## src/rtl/mul_seq_ctrl.sv

```systemverilog
// Sequential W x W unsigned multiplier controller built around an external 2x2 core.
// Walks N*N digit pairs (j inner, i outer), accumulating shifted partial products.
module mul_seq_ctrl #(
  parameter int W = 8
) (
  input  logic           clk,
  input  logic           rst_n,
  input  logic           in_valid,
  output logic           in_ready,
  input  logic [W-1:0]   a,
  input  logic [W-1:0]   b,
  input  logic           abort,
  output logic [1:0]     core_a,
  output logic [1:0]     core_b,
  input  logic [3:0]     core_p,
  output logic           out_valid,
  input  logic           out_ready,
  output logic [2*W-1:0] p,
  output logic           busy
);

  localparam int N  = W / 2;
  localparam int CW = (N > 1) ? $clog2(N) : 1;
  localparam int SW = $clog2(2 * W);

  typedef enum logic [1:0] {
    IDLE = 2'd0,
    RUN  = 2'd1,
    DONE = 2'd2
  } state_t;

  state_t           state_q, state_d;
  logic [W-1:0]     a_reg, b_reg;
  logic [2*W-1:0]   acc, sum;
  logic [CW-1:0]    i_q, j_q;
  logic             last_i, last_j;

  function automatic logic [1:0] digit(input logic [W-1:0] v, input logic [CW-1:0] k);
    logic [W-1:0] s;
    s = v >> {k, 1'b0};
    return s[1:0];
  endfunction

  // Partial product for digit pair (ii, jj) lands at bit 2*(ii+jj).
  function automatic logic [2*W-1:0] place(input logic [3:0] pp,
                                           input logic [CW-1:0] ii,
                                           input logic [CW-1:0] jj);
    logic [SW-1:0] sh;
    sh = SW'({ii, 1'b0}) + SW'({jj, 1'b0});
    return {{(2*W-4){1'b0}}, pp} << sh;
  endfunction

  assign last_i = (i_q == CW'(N - 1));
  assign last_j = (j_q == CW'(N - 1));
  assign sum    = acc + place(core_p, i_q, j_q);

  always_comb begin
    state_d   = state_q;
    in_ready  = 1'b0;
    busy      = 1'b0;
    out_valid = 1'b0;
    core_a    = 2'b00;
    core_b    = 2'b00;
    case (state_q)
      IDLE: begin
        in_ready = 1'b1;
        if (in_valid && !abort) state_d = RUN;
      end
      RUN: begin
        busy   = 1'b1;
        core_a = digit(a_reg, i_q);
        core_b = digit(b_reg, j_q);
        if (abort)                 state_d = IDLE;
        else if (last_i && last_j) state_d = DONE;
      end
      DONE: begin
        out_valid = 1'b1;
        // abort takes priority: the result is treated as not delivered
        if (abort || out_ready) state_d = IDLE;
      end
      default: state_d = IDLE;
    endcase
  end

  always_ff @(posedge clk or negedge rst_n) begin
    if (!rst_n) begin
      state_q <= IDLE;
      a_reg   <= '0;
      b_reg   <= '0;
      acc     <= '0;
      p       <= '0;
      i_q     <= '0;
      j_q     <= '0;
    end else begin
      state_q <= state_d;
      case (state_q)
        IDLE: begin
          if (in_valid && !abort) begin
            a_reg <= a;
            b_reg <= b;
            acc   <= '0;
            i_q   <= '0;
            j_q   <= '0;
          end
        end
        RUN: begin
          if (abort) begin
            acc <= '0;
            i_q <= '0;
            j_q <= '0;
          end else begin
            acc <= sum;
            if (last_j) begin
              j_q <= '0;
              i_q <= last_i ? '0 : i_q + CW'(1);
            end else begin
              j_q <= j_q + CW'(1);
            end
            if (last_i && last_j) p <= sum;
          end
        end
        default: ;
      endcase
    end
  end

endmodule

```

## config.mk

```make
export PLATFORM = sky130hd
export DESIGN_NAME = mul_seq_ctrl
export DESIGN_NICKNAME = d
export VERILOG_FILES = /design/src/rtl/mul_seq_ctrl.sv
export SDC_FILE = /design/constraint.sdc
export NUM_CORES = 1
export LEC_CHECK = 0
export CAP_MARGIN = 30
export CELL_PAD_IN_SITES_DETAIL_PLACEMENT = 1
export CELL_PAD_IN_SITES_GLOBAL_PLACEMENT = 1
export CORE_MARGIN = 2
export CORE_UTILIZATION = 35
export CTS_BUF_LIST = sky130_fd_sc_hd__clkbuf_16
export DETAILED_ROUTE_END_ITERATION = 16
export PLACE_DENSITY = 0.77
export SLEW_MARGIN = 10
export SYNTH_ARGS = -nofsm -noshare
export SYNTH_HDL_FRONTEND = slang
export SYNTH_SLANG_ARGS = --single-unit
```

## constraint.sdc

```tcl
create_clock -name clk -period 4.2 [get_ports clk]
set_clock_uncertainty 0.05 [all_clocks]
set_input_delay 0.63 -clock clk [delete_from_list [all_inputs] [get_ports clk]]
set_output_delay 0.63 -clock clk [all_outputs]
set_load 0.01 [all_outputs]
```

==> metrics.csv, run 1 <==
stage;metric;value;unit
status;outcome;finished clean;
placement;io_buffers;47;
global_route;grt_util_all_layers;0.180;
floorplanning;rows;34;
clock_network;ctsHoldBuffers;0;
placement;placed_cell_area;3700;um^2
clock_network;numCtsBuffers;5;
critical_path;cp.required;4.32;ns
floorplanning;core_area;8720;um^2
clock_network;cts-htree-levels;2;
sta;relSlewSlack;0.378;
synthesis;syn-num-nets;351;
sta;worst_pin_slew;0.932;ns
pwr;seq_power_share;0.393;
routing;wl_per_cell;18.0;um
clock_network;cts_root_buf;clkbuf_16;
placement;hpwlAfterDp;5980;um
synthesis;seq_area_frac_synth;0.428;
clock_network;clock_path_buffers;2;
clock_network;cts_resized;0;
cells_and_area;layout.nets;394;
synthesis;synth.top_cell.area_share;0.428;
floorplanning;die_w;99.0;um
critical_path;cp_max_fo;9;
clock_network;cts_sinks;54;
pwr;p_sw;0.000521;W
synthesis;ys_ff_latch;54;
critical_path;critPathKind;flop to flop;
global_route;grt_pass1_vias;2741;
cells_and_area;drive_gt1_frac;0.129;
placement;gp_congestion;0.872;
floorplanning;top_level_ports;48;
sta;period_share;0.877;
global_route;grt_overflow;0;
pwr;clkPwrFrac;0.305;
synthesis;async_reset_ff_frac;1.00;
critical_path;reg2reg_slack;0.52;ns
pwr;powerDensity;418;nW/um^2
synthesis;yosys.cell_types.count;52;
synthesis;synth_area;3160;um^2
pwr;swShare;0.322;
clock_network;cts.clk_slew.worst_paths;0.08;ns
clock_network;clock_latency;0.30;ns
floorplanning;start_util;0.362;
critical_path;arrival;3.81;ns
pwr;power_frac_comb;0.303;
clock_network;cts_tree;done;
synthesis;yosys.area.top_type;dfrtp_1;
synthesis;synth_area_leaders;dfrtp_1, ha_1, mux2_2;
global_route;antenna_found_initial;0;
routing;viasPerCell;5.45;
routing;drc;0;
routing;drt_iter0_drc;118;
worst_hold_path;hold_path_class;input pin to asynchronous set/reset pin;
synthesis;netlist_instances;306;
synthesis;synth_edf_count;0;
routing;final_antenna_net_count;0;
floorplanning;dieArea;9800;um^2
critical_path;crit_path_end_kind;flop;
routing;drt-total-wl;8240;um
sta;period_needed;3.68;ns
cells_and_area;n_antenna_cell;0;
pwr;leakage;1.76;nW
routing;vias;2495;
floorplanning;die_y;99.0;um
global_route;grt_max_degree;40;
sta;slew_violations;0;
placement;place_ws;0.558;ns
sta;finalSetupViolCount;0;
pwr;worst_ir_drop_vdd;0.000156;V
pwr;p_int;0.00110;W
sta;setup_ws;0.516;ns
sta;rsz0062_at_grt;false;
sta;fmaxAchievable;271;MHz
critical_path;critPathLaunchType;flop;
routing;firstDrtPassIters;4;
synthesis;avgSynthCellArea;10.3;um^2
synthesis;synth-main-ff-cell;dfrtp_1;
synthesis;synth.yosys.warnings;0;
cells_and_area;largestRegisters;acc x16, p x16;
sta;setup-tns-final;0;ns
global_route;grt_pass1_wl;14000;um
sta;hold_viol;0;
cells_and_area;syn2layout_area_growth;22.6;%
run;maxCapViolCount;0;
cells_and_area;fin_area;3870;um^2
clock_network;cts_setup_buffers;0;
==> cell usage in the layout, fill, tap and decap left out, types with 6 or more instances in the layout <==
cell             count
nand2b_1             6
dfrtp_1             54
clkdlybuf4s50_1     46
o21ai_0             14
a22o_1              14
xor2_1               8
nor2_1              19
xnor2_1              6
a21oi_1             13
ha_1                18
nand2_1             51
mux2_2              20
==> stage by stage <==
stage / power, W / std cells / hold WS, ns / utilization
after floorplan: 0.000979 / 306 / 0.284 / -
after global placement: 0.00111 / 450 / 0.409 / 0.424
after detailed placement: 0.00113 / 450 / 0.419 / 0.424
after CTS: 0.00163 / 458 / 0.223 / 0.444
after global routing: 0.00171 / 458 / 0.228 / 0.444
final: 0.00162 / 458 / 0.203 / 0.444
==> power groups by stage <==
stage / logic, W / registers [W] / clock network [W]
finish: 0.000490 / 0.000636 / 0.000493
global route: 0.000541 / 0.000647 / 0.000526
CTS: 0.000493 / 0.000636 / 0.000504
floorplan: 0.000352 / 0.000627 / 0
detailed placement: 0.000485 / 0.000645 / 0
global placement: 0.000469 / 0.000643 / 0
==> logic make-up (layout without fill, tap and decap cells) <==
logic type,Yosys count,in the layout,share of synthesized area
adder cells (fa/ha/maj),20,20,0.0840
AND/OR/NAND/NOR,103,103,0.151
AO/OA/AOI/OAI,70,70,0.159
flip-flops,54,54,0.428
multiplexers,27,27,0.109
XOR/XNOR,14,14,0.0388
buffers and inverters,18,62,0.0293
==> worst paths after layout <==
path                            startpoint    end  depth (start not counted)
max in group asynchronous            rst_n   p[9]                          2
worst min register to register        p[0]   p[0]                          2
worst max register to register      i_q[0]  p[12]                         13
worst min-delay path                 rst_n   p[6]                          1
min in group clk                      p[0]   p[0]                          2
worst max-delay path                i_q[0]  p[12]                         13
==> final cells by class <==
type	count	area, um^2
sequential	54	1350
clock inverter	3	47.5
fill	992	4850
multi-input combinational	234	1710
timing repair buffer	49	480
inverter	5	18.8
clock buffer	5	125
tap	108	135
==> critical path, stage by stage (launching register included) <==
cell,delay [ns]
dfrtp_1,0.50
ha_1,0.20
inv_1,0.05
fa_1,0.57
nand2_1,0.18
nor2_1,0.06
ha_1,0.22
fa_1,0.41
a21o_1,0.20
a221oi_2,0.46
o31ai_4,0.15
a31oi_1,0.22
xor2_1,0.19
o21ai_0,0.09
==> synth_stat cells, types with 6 or more instances <==
cell type / count
nand2_1: 51
nor2_1: 19
a22o_1: 14
dfrtp_1: 54
clkbuf_1: 7
a21oi_1: 13
xor2_1: 8
ha_1: 18
xnor2_1: 6
nand2b_1: 6
mux2_2: 20
o21ai_0: 14
==> routing by layer <==
layer	vias to the layer above	track usage	share of wire
met4	0	0.0537	0.020
li1	1179	-	-
met5	-	0	0
met1	1242	0.250	0.46
met2	59	0.286	0.48
met3	15	0.0348	0.036
Power figures use the tool's default switching activity.
==> inputs of run 2 (changes only) <==
==> constraint.sdc (replaced) <==
create_clock -name clk -period 4.2 [get_ports clk]
set_clock_uncertainty 0.05 [all_clocks]
set_input_delay 0.42 -clock clk [delete_from_list [all_inputs] [get_ports clk]]
set_output_delay 0.42 -clock clk [all_outputs]
set_load 0.01 [all_outputs]
==> metrics.csv, run 2 (synthesized netlist as in run 1, its figures left out) <==
stage;metric;value;unit;change
critical_path;cp.required;4.33;ns;was 4.32 ns
clock_network;clock_path_buffers;2;;unchanged
pwr;leakage;1.75;nW;was 1.76 nW
cells_and_area;syn2layout_area_growth;21.6;%;was 22.6%
sta;slew_violations;0;;unchanged
clock_network;cts_resized;0;;unchanged
global_route;grt_util_all_layers;0.174;;was 0.180
cells_and_area;mostFrequentLayoutCell;dfrtp_1;;unchanged
floorplanning;die_y;99.0;um;unchanged
clock_network;numCtsBuffers;5;;unchanged
critical_path;cpLargestDelayFamily;adder cells;;unchanged
critical_path;reg2reg_depth;12;;was 13
floorplanning;start_util;0.362;;unchanged
floorplanning;top_level_ports;48;;unchanged
critical_path;r2r-end;p[11];;was p[12]
floorplanning;core_area;8720;um^2;unchanged
clock_network;cts_setup_buffers;0;;unchanged
cells_and_area;layout.nets;394;;unchanged
sta;relSlewSlack;0.394;;was 0.378
sta;worst_pin_slew;0.909;ns;was 0.932 ns
critical_path;worstPathCellList;ha_1 -> inv_1 -> fa_1 -> nand2_1 -> nor2_1 -> ha_1 -> a211oi_1 -> o21bai_1 -> o21ai_0 -> o21bai_1 -> xor2_1 -> mux2_2;;was ha_1 -> inv_1 -> fa_1 -> nand2_1 -> nor2_1 -> ha_1 -> fa_1 -> a21o_1 -> a221oi_2 -> o31ai_4 -> a31oi_1 -> xor2_1 -> o21ai_0
routing;drt-total-wl;8040;um;was 8240 um
critical_path;reg2reg_from;i_q[0];;unchanged
cells_and_area;most-common-layout-cells;dfrtp_1, nand2_1, clkdlybuf4s50_1;;unchanged
global_route;grt_pass1_vias;2721;;was 2,741
critical_path;crit_path_end_kind;flop;;unchanged
cells_and_area;n_antenna_cell;0;;unchanged
pwr;clkPwrFrac;0.269;;was 0.305
floorplanning;die_w;99.0;um;unchanged
cells_and_area;drive_gt1_frac;0.123;;was 0.129
clock_network;cts_sinks;54;;unchanged
pwr;powerDensity;400;nW/um^2;was 418 nW/um^2
critical_path;path_buf_inv;1;;unchanged
sta;period_share;0.879;;was 0.877
routing;drt_iter0_drc;92;;was 118
global_route;grt_max_degree;55;;was 40
sta;hold_ws;0.201;ns;was 0.203 ns
run;maxCapViolCount;0;;unchanged
critical_path;cp-startpoint;i_q[0];;unchanged
routing;vias;2479;;was 2,495
floorplanning;rows;34;;unchanged
critical_path;reg2reg_slack;0.51;ns;was 0.52 ns
worst_hold_path;hold_path_class;input pin to asynchronous set/reset pin;;unchanged
sta;period_needed;3.69;ns;was 3.68 ns
critical_path;slowest_delay;0.66;ns;was 0.57 ns
placement;gp_congestion;0.870;;was 0.872
pwr;p_int;0.00103;W;was 0.00110 W
critical_path;critPathSlowestCell;fa_1;;unchanged
clock_network;cts_root_buf;clkbuf_16;;unchanged
routing;drc;0;;unchanged
critical_path;critPathKind;flop to flop;;unchanged
critical_path;cp_max_fo;9;;unchanged
pwr;power_frac_comb;0.317;;was 0.303
routing;firstDrtPassIters;4;;unchanged
cells_and_area;fin_area;3840;um^2;was 3870 um^2
cells_and_area;largestRegisters;acc x16, p x16;;unchanged
routing;wl_per_cell;17.5;um;was 18.0 um
sta;finalSetupViolCount;0;;unchanged
critical_path;critPathLaunchType;flop;;unchanged
clock_network;cts_tree;done;;unchanged
pwr;seq_power_share;0.414;;was 0.393
global_route;antenna_found_initial;0;;unchanged
placement;placed_cell_area;3700;um^2;unchanged
sta;rsz0062_at_grt;false;;unchanged
sta;setup-tns-final;0;ns;unchanged
critical_path;arrival;3.82;ns;was 3.81 ns
floorplanning;dieArea;9800;um^2;unchanged
routing;viasPerCell;5.41;;was 5.45
pwr;power.total;0.00154;W;was 0.00162 W
clock_network;cts-htree-levels;2;;unchanged
status;outcome;finished clean;;unchanged
clock_network;clock_latency;0.29;ns;was 0.30 ns
clock_network;cts.clk_slew.worst_paths;0.07;ns;was 0.08 ns
placement;hpwlAfterDp;5860;um;was 5980 um
clock_network;ctsHoldBuffers;0;;unchanged
sta;fmaxAchievable;271;MHz;about the same
global_route;grt_pass1_wl;13800;um;was 14,000 um
routing;final_antenna_net_count;0;;unchanged
global_route;grt_overflow;0;;unchanged
sta;hold_viol;0;;unchanged
pwr;swShare;0.329;;was 0.322
pwr;p_sw;0.000505;W;was 0.000521 W
placement;io_buffers;47;;unchanged
pwr;worst_ir_drop_vdd;0.000179;V;was 0.000156 V
run 2: worst max-delay path by stage:
| stage | endpoint | slack [ns] | depth (start not counted) |
|---|---|---|---|
| floorplan | p[12] | 0.87 | 14 |
| global placement | p[12] | 0.67 | 13 |
| detailed placement | p[11] | 0.54 | 12 |
| CTS | p[11] | 0.48 | 12 |
| global route | p[12] | 0.23 | 13 |
| finish | p[11] | 0.51 | 12 |
run 2: cell type report:
class	count	area [um^2]
Timing Repair Buffer	49	480
Clock inverter	3	16.3
Tap cell	108	135
Sequential cell	54	1350
Multi-Input combinational cell	234	1710
Fill cell	985	4880
Inverter	5	18.8
Clock buffer	5	125
run 2: per-layer routing:
layer	global-route usage	up-vias	wire length [um]
met4	0.0358	0	66
met2	0.288	39	3870
met5	0	-	0
li1	-	1175	-
met1	0.243	1261	3910
met3	0.0241	4	189
run 2: power by group through the flow:
| stage | Clock (W) | Sequential, W | Combinational (W) |
|---|---|---|---|
| after floorplan | 0 | 0.000627 | 0.000352 |
| after global placement | 0 | 0.000643 | 0.000468 |
| after detailed placement | 0 | 0.000647 | 0.000484 |
| after CTS | 0.000426 | 0.000638 | 0.000490 |
| after global routing | 0.000449 | 0.000647 | 0.000539 |
| final | 0.000414 | 0.000636 | 0.000487 |
run 2: per-stage QoR:
| stage | instances | util | setup WS, ns |
|---|---|---|---|
| after detailed placement | 450 | 0.424 | 0.538 |
| after global routing | 458 | 0.440 | 0.226 |
| after CTS | 458 | 0.440 | 0.476 |
| final | 458 | 0.440 | 0.508 |
| after global placement | 450 | 0.424 | 0.670 |
| after floorplan | 306 | - | 0.867 |
==> RTL change 1 (settings of run 1) <==
`W`: 8 -> 4.
--- a/src/rtl/mul_seq_ctrl.sv
+++ b/src/rtl/mul_seq_ctrl.sv
@@ -3,3 +3,3 @@
 module mul_seq_ctrl #(
-  parameter int W = 8
+  parameter int W = 4
 ) (
Ports: changed (resized a, b and p); port bits go from 48 to 32. No check against the original RTL was run, so the function may have changed too.
==> RTL change 1 against run 1 <==
Power fell by 45%; largest cell class unchanged; sequential cell count decreased by 26; wire length shrank 53%; worst setup slack gained 0.76 ns; global-route usage decreased by 0.59 points; count of clock-buffer cells in the layout down 2; synthesized area decreased by 50%; die area shrank 48%; final area decreased by 48%; sequential share of layout area is 0.34 points lower.
==> RTL change 1: results (changes against run 1) <==
[final_layout]
num-multi-input-gates=118  ; -50%
inv_count=1  ; -4
drive_gt1_share_pct=7.14  ; -5.7 points
seq_share_pct=34.6  ; -0.34 points
fin_util_pct=46.6  ; +2.2 points
layout.nonclk_buf_share_pct=15.7  ; +3.3 points
fillers=482  ; -51%
layout.area.seq_um2=701  ; -48%
buffers=32  ; -35%
clkbuf_count=3  ; -2
clk_share_pct=3.70  ; -0.76 points
nets=210  ; -47%
multi_input_area_share_pct=42.7  ; -1.6 points

[logic_synthesis]
yosysUniqueCellTypes=33  ; -37%
synth_compound_area_share_pct=14.5  ; -1.4 points
seq_area_frac_synth_pct=44.3  ; +1.5 points
synth_area_leaders=dfrtp_1 (44%), ha_1 (6.3%), mux2_1 (5.7%)
synth_xor_area_share_pct=4.20  ; +0.31 points
synth_fa_ha_area_share_pct=7.60  ; -0.80 points
synth_nets=176  ; -50%

[clock_network]
htree_levels=1  ; -1
cts_sinks=28  ; -48%
clkSlewWorstSetupHoldPaths_ns=0.06  ; -0.02 ns
clk-insertion-delay-late_ns=0.26  ; -0.04 ns

[setup_path]
cp_max_fo=6  ; -3
worst_r2r_path_depth=9  ; -4
regToRegSetupSlack_ns=1.28  ; +0.76 ns
endpoint=acc[7]

[place]
placed_cell_area_um2=1950  ; -47%
globalplace.congestion=0.864  ; -0.95%
port_buffers=31  ; -34%
dpl_worst_slack_ns=1.07  ; +0.510 ns

[run_status]
outcome=finished, final reports clean

[grt]
grt.total_usage_pct=17.4  ; -0.59 points
grt_pass1_wl_um=6870  ; -51%
grt_pass1_vias=1426  ; -48%
grt_max_degree=29  ; -28%

[power]
leakage_nw=0.917  ; -48%

[sta]
worst_pin_slew_ns=0.839  ; -0.0922 ns
hold_ws_ns=0.437  ; +0.233 ns
fmax_mhz=342  ; +26%

[detailed_routing]
wl_per_cell_um=16.7  ; -7.4%
drtIter0Drc=34  ; -71%
routed_wl_um=3900  ; -53%
num_vias=1255  ; -50%

[hold_path]
hold_start=p[2]
hp-class=flip-flop to flip-flop

==> RTL change 1: cell count changes after synthesis, moves of 5 or more <==
cell,change
mux2_1,+8
dfrtp_1,-26
ha_1,-10
inv_1,-5
o21ai_0,-12
mux2_2,-18
a21oi_1,-7
o21ai_1,+5
a22o_1,-6
nand2_1,-27
nor2_1,-7
xor2_1,-7
==> RTL change 1: report_power, final <==
| group | internal, mW | switching [mW] |
|---|---|---|
| Clock | 0.126 | 0.0845 |
| Combinational | 0.162 | 0.165 |
| Sequential | 0.320 | 0.0349 |
==> RTL change 1: critical path, cell delays in order (launching register included) <==
cell and delay, ns:
dfrtp_1 0.45, ha_1 0.44, mux2i_1 0.36, nor2_1 0.11, ha_1 0.36, o21ai_0 0.17
o211ai_2 0.23, a21oi_2 0.08, or4b_4 0.52, o211ai_2 0.07
==> RTL change 1: layer usage <==
layer  vias up  GRT usage, %  wire, um
li1        595             -         -
met1       633          19.9      1580
met2        22          32.2      2150
met3         5          3.28       120
met4         0          6.08        49
met5         -             0         0
==> RTL change 2 (config.mk and constraints of run 1) <==
Without the edit above. Reset style: synchronous (`rst_n`), changed in one clocked block.
--- a/src/rtl/mul_seq_ctrl.sv
+++ b/src/rtl/mul_seq_ctrl.sv
@@ -84,3 +84,3 @@
 
-  always_ff @(posedge clk or negedge rst_n) begin
+  always_ff @(posedge clk) begin
     if (!rst_n) begin
Behaviour: differs if rst_n is asserted again (counterexample within 4 cycles, from zero or initial values and one cycle with rst_n low); with rst_n held inactive, the same outputs for 10 cycles.
==> RTL change 2 against run 1 <==
Die area decreased by 2.7%; synthesized area decreased by 2.8%; sequential cell count is the same; final area fell by 2.4%; via count grew 8.5%; wire length is 0.81% higher; worst hold slack better by 0.21 ns; worst setup slack worse by 0.071 ns.
Power is not compared: it rests on default switching activity, and its combinational part moved more than twofold at a synthesized area within 25%.
==> RTL change 2: results (changes against run 1) <==
[clock_network]
clk-insertion-delay-late_ns=0.29
cts_buffers=5  ; unchanged
clockBufferDepth=2  ; unchanged
htree_levels=2  ; unchanged
cts-root-buf=clkbuf_16

[setup_path]
max_stage_delay_ns=0.57  ; about the same
arrival_ns=3.89  ; +0.08 ns
cp_slowest_cell=fa_1
crit_family=adder cells
cp_max_fo=9  ; unchanged

[place]
globalplace.congestion=0.873  ; +0.17%
placed_cell_area_um2=3630  ; -1.7%
dp.cells=506  ; +12%
port_buffers=47  ; unchanged
dpl.hpwl_um=6400  ; +6.9%
dpl_worst_slack_ns=0.462  ; -0.0957 ns

[final_layout]
reg_top3=acc: 16 flops, p: 16 flops
nets=450  ; +14%
fillers=1051  ; +5.9%
final_cells=514  ; +12%
drive_gt1_share_pct=6.65  ; -6.2 points
antenna_cells=0  ; unchanged

[logic_synthesis]
synth_area_leaders=dfxtp_1 (35%), nand2_1 (8.7%), ha_1 (7.3%)
synth_fa_ha_area_share_pct=8.64  ; +0.24 points
muxShareOfSynthArea_pct=3.91  ; -7.0 points
synth_nets=405  ; +15%
seq_area_frac_synth_pct=35.2  ; -7.6 points
ys_top_cells_by_count=nand2_1 (71), dfxtp_1 (54), nor2_1 (30)
async_reset_ff_share_pct=0  ; -100 points
synth_compound_area_share_pct=21.6  ; +5.7 points
postSynthAreaPerCell_um2=8.53  ; -17%
yosysUniqueCellTypes=50  ; -3.8%
synth_xor_area_share_pct=4.00  ; +0.11 points
synth_edf_count=0  ; unchanged
ys_warn_count=0  ; unchanged

[hold_path]
hp-class=flip-flop to flip-flop

[grt]
grt_max_degree=29  ; -28%
grt.total_usage_pct=18.1  ; +0.079 points
antenna_found_initial=0  ; unchanged
grt_pass1_wl_um=14200  ; +0.88%
grt_pass1_vias=2852  ; +4.0%

[detailed_routing]
drtIter0Drc=47  ; -60%
wl_per_cell_um=16.2  ; -10%
via_per_inst=5.27  ; -3.3%

[sta]
worst_pin_slew_ns=0.768  ; -0.163 ns

[power]
swShare_pct=23.7

[run_status]
outcome=finished, final reports clean

==> RTL change 2: layout make-up <==
class / count / share of cell area [%]
Multi-Input combinational cell: 284 / 49.8
Clock inverter: 3 / 0.464
Timing Repair Buffer: 52 / 13.4
Clock buffer: 5 / 3.31
Inverter: 8 / 0.795
Tap cell: 108 / 3.58
Sequential cell: 54 / 28.6
==> RTL change 2: stage by stage <==
stage | utilization, % | hold slack (ns)
6_report | 44.0 | 0.412
5_1_grt | 44.0 | 0.437
4_1_cts | 44.0 | 0.419
3_5_place_dp | 42.3 | 0.403
3_3_place_gp | 42.3 | 0.395
2_1_floorplan | - | 0.382
==> RTL change 2: worst reg2reg max path: stages (launching register included) <==
cell	delay, ns
dfxtp_1	0.48
ha_1	0.21
inv_1	0.05
fa_1	0.57
nand2_1	0.19
nor2_1	0.07
ha_1	0.20
fa_1	0.40
a21oi_1	0.24
o221ai_2	0.18
a311oi_2	0.45
o21bai_1	0.15
xor2_1	0.17
a32o_1	0.26
==> RTL change 2: power by group through the flow <==
stage / sequential, mW / clock, mW / combinational [mW]
2_1_floorplan: 0.537 / 0 / 0.0548
3_3_place_gp: 0.538 / 0 / 0.0953
3_5_place_dp: 0.539 / 0 / 0.0988
4_1_cts: 0.527 / 0.415 / 0.0996
5_1_grt: 0.528 / 0.435 / 0.108
6_report: 0.527 / 0.408 / 0.0989
==> RTL change 2: layer usage <==
metal | track usage [%] | wire length (um) | part of all wire (%)
met2 | 32.7 | 4230 | 51
met5 | 0 | 0 | 0
met3 | 2.88 | 270 | 3.2
met1 | 22.2 | 3700 | 45
met4 | 4.81 | 102 | 1.2
==> RTL change 2: logic make-up (layout without fill, tap and decap cells) <==
group | Yosys count | after routing
compound gates | 92 | 92
fa+ha+maj | 20 | 20
mux | 7 | 7
flops | 54 | 54
simple gates | 151 | 151
buf+inv | 22 | 68
xor+xnor | 14 | 14
==> RTL change 2: path summary, 6_finish.rpt <==
kind,startpoint,end,slack [ns],cells past startpoint
max,j_q[0],acc[12],0.45,13
min,acc[10],acc[10],0.41,2
max reg2reg,j_q[0],acc[12],0.45,13
min reg2reg,acc[10],acc[10],0.41,2
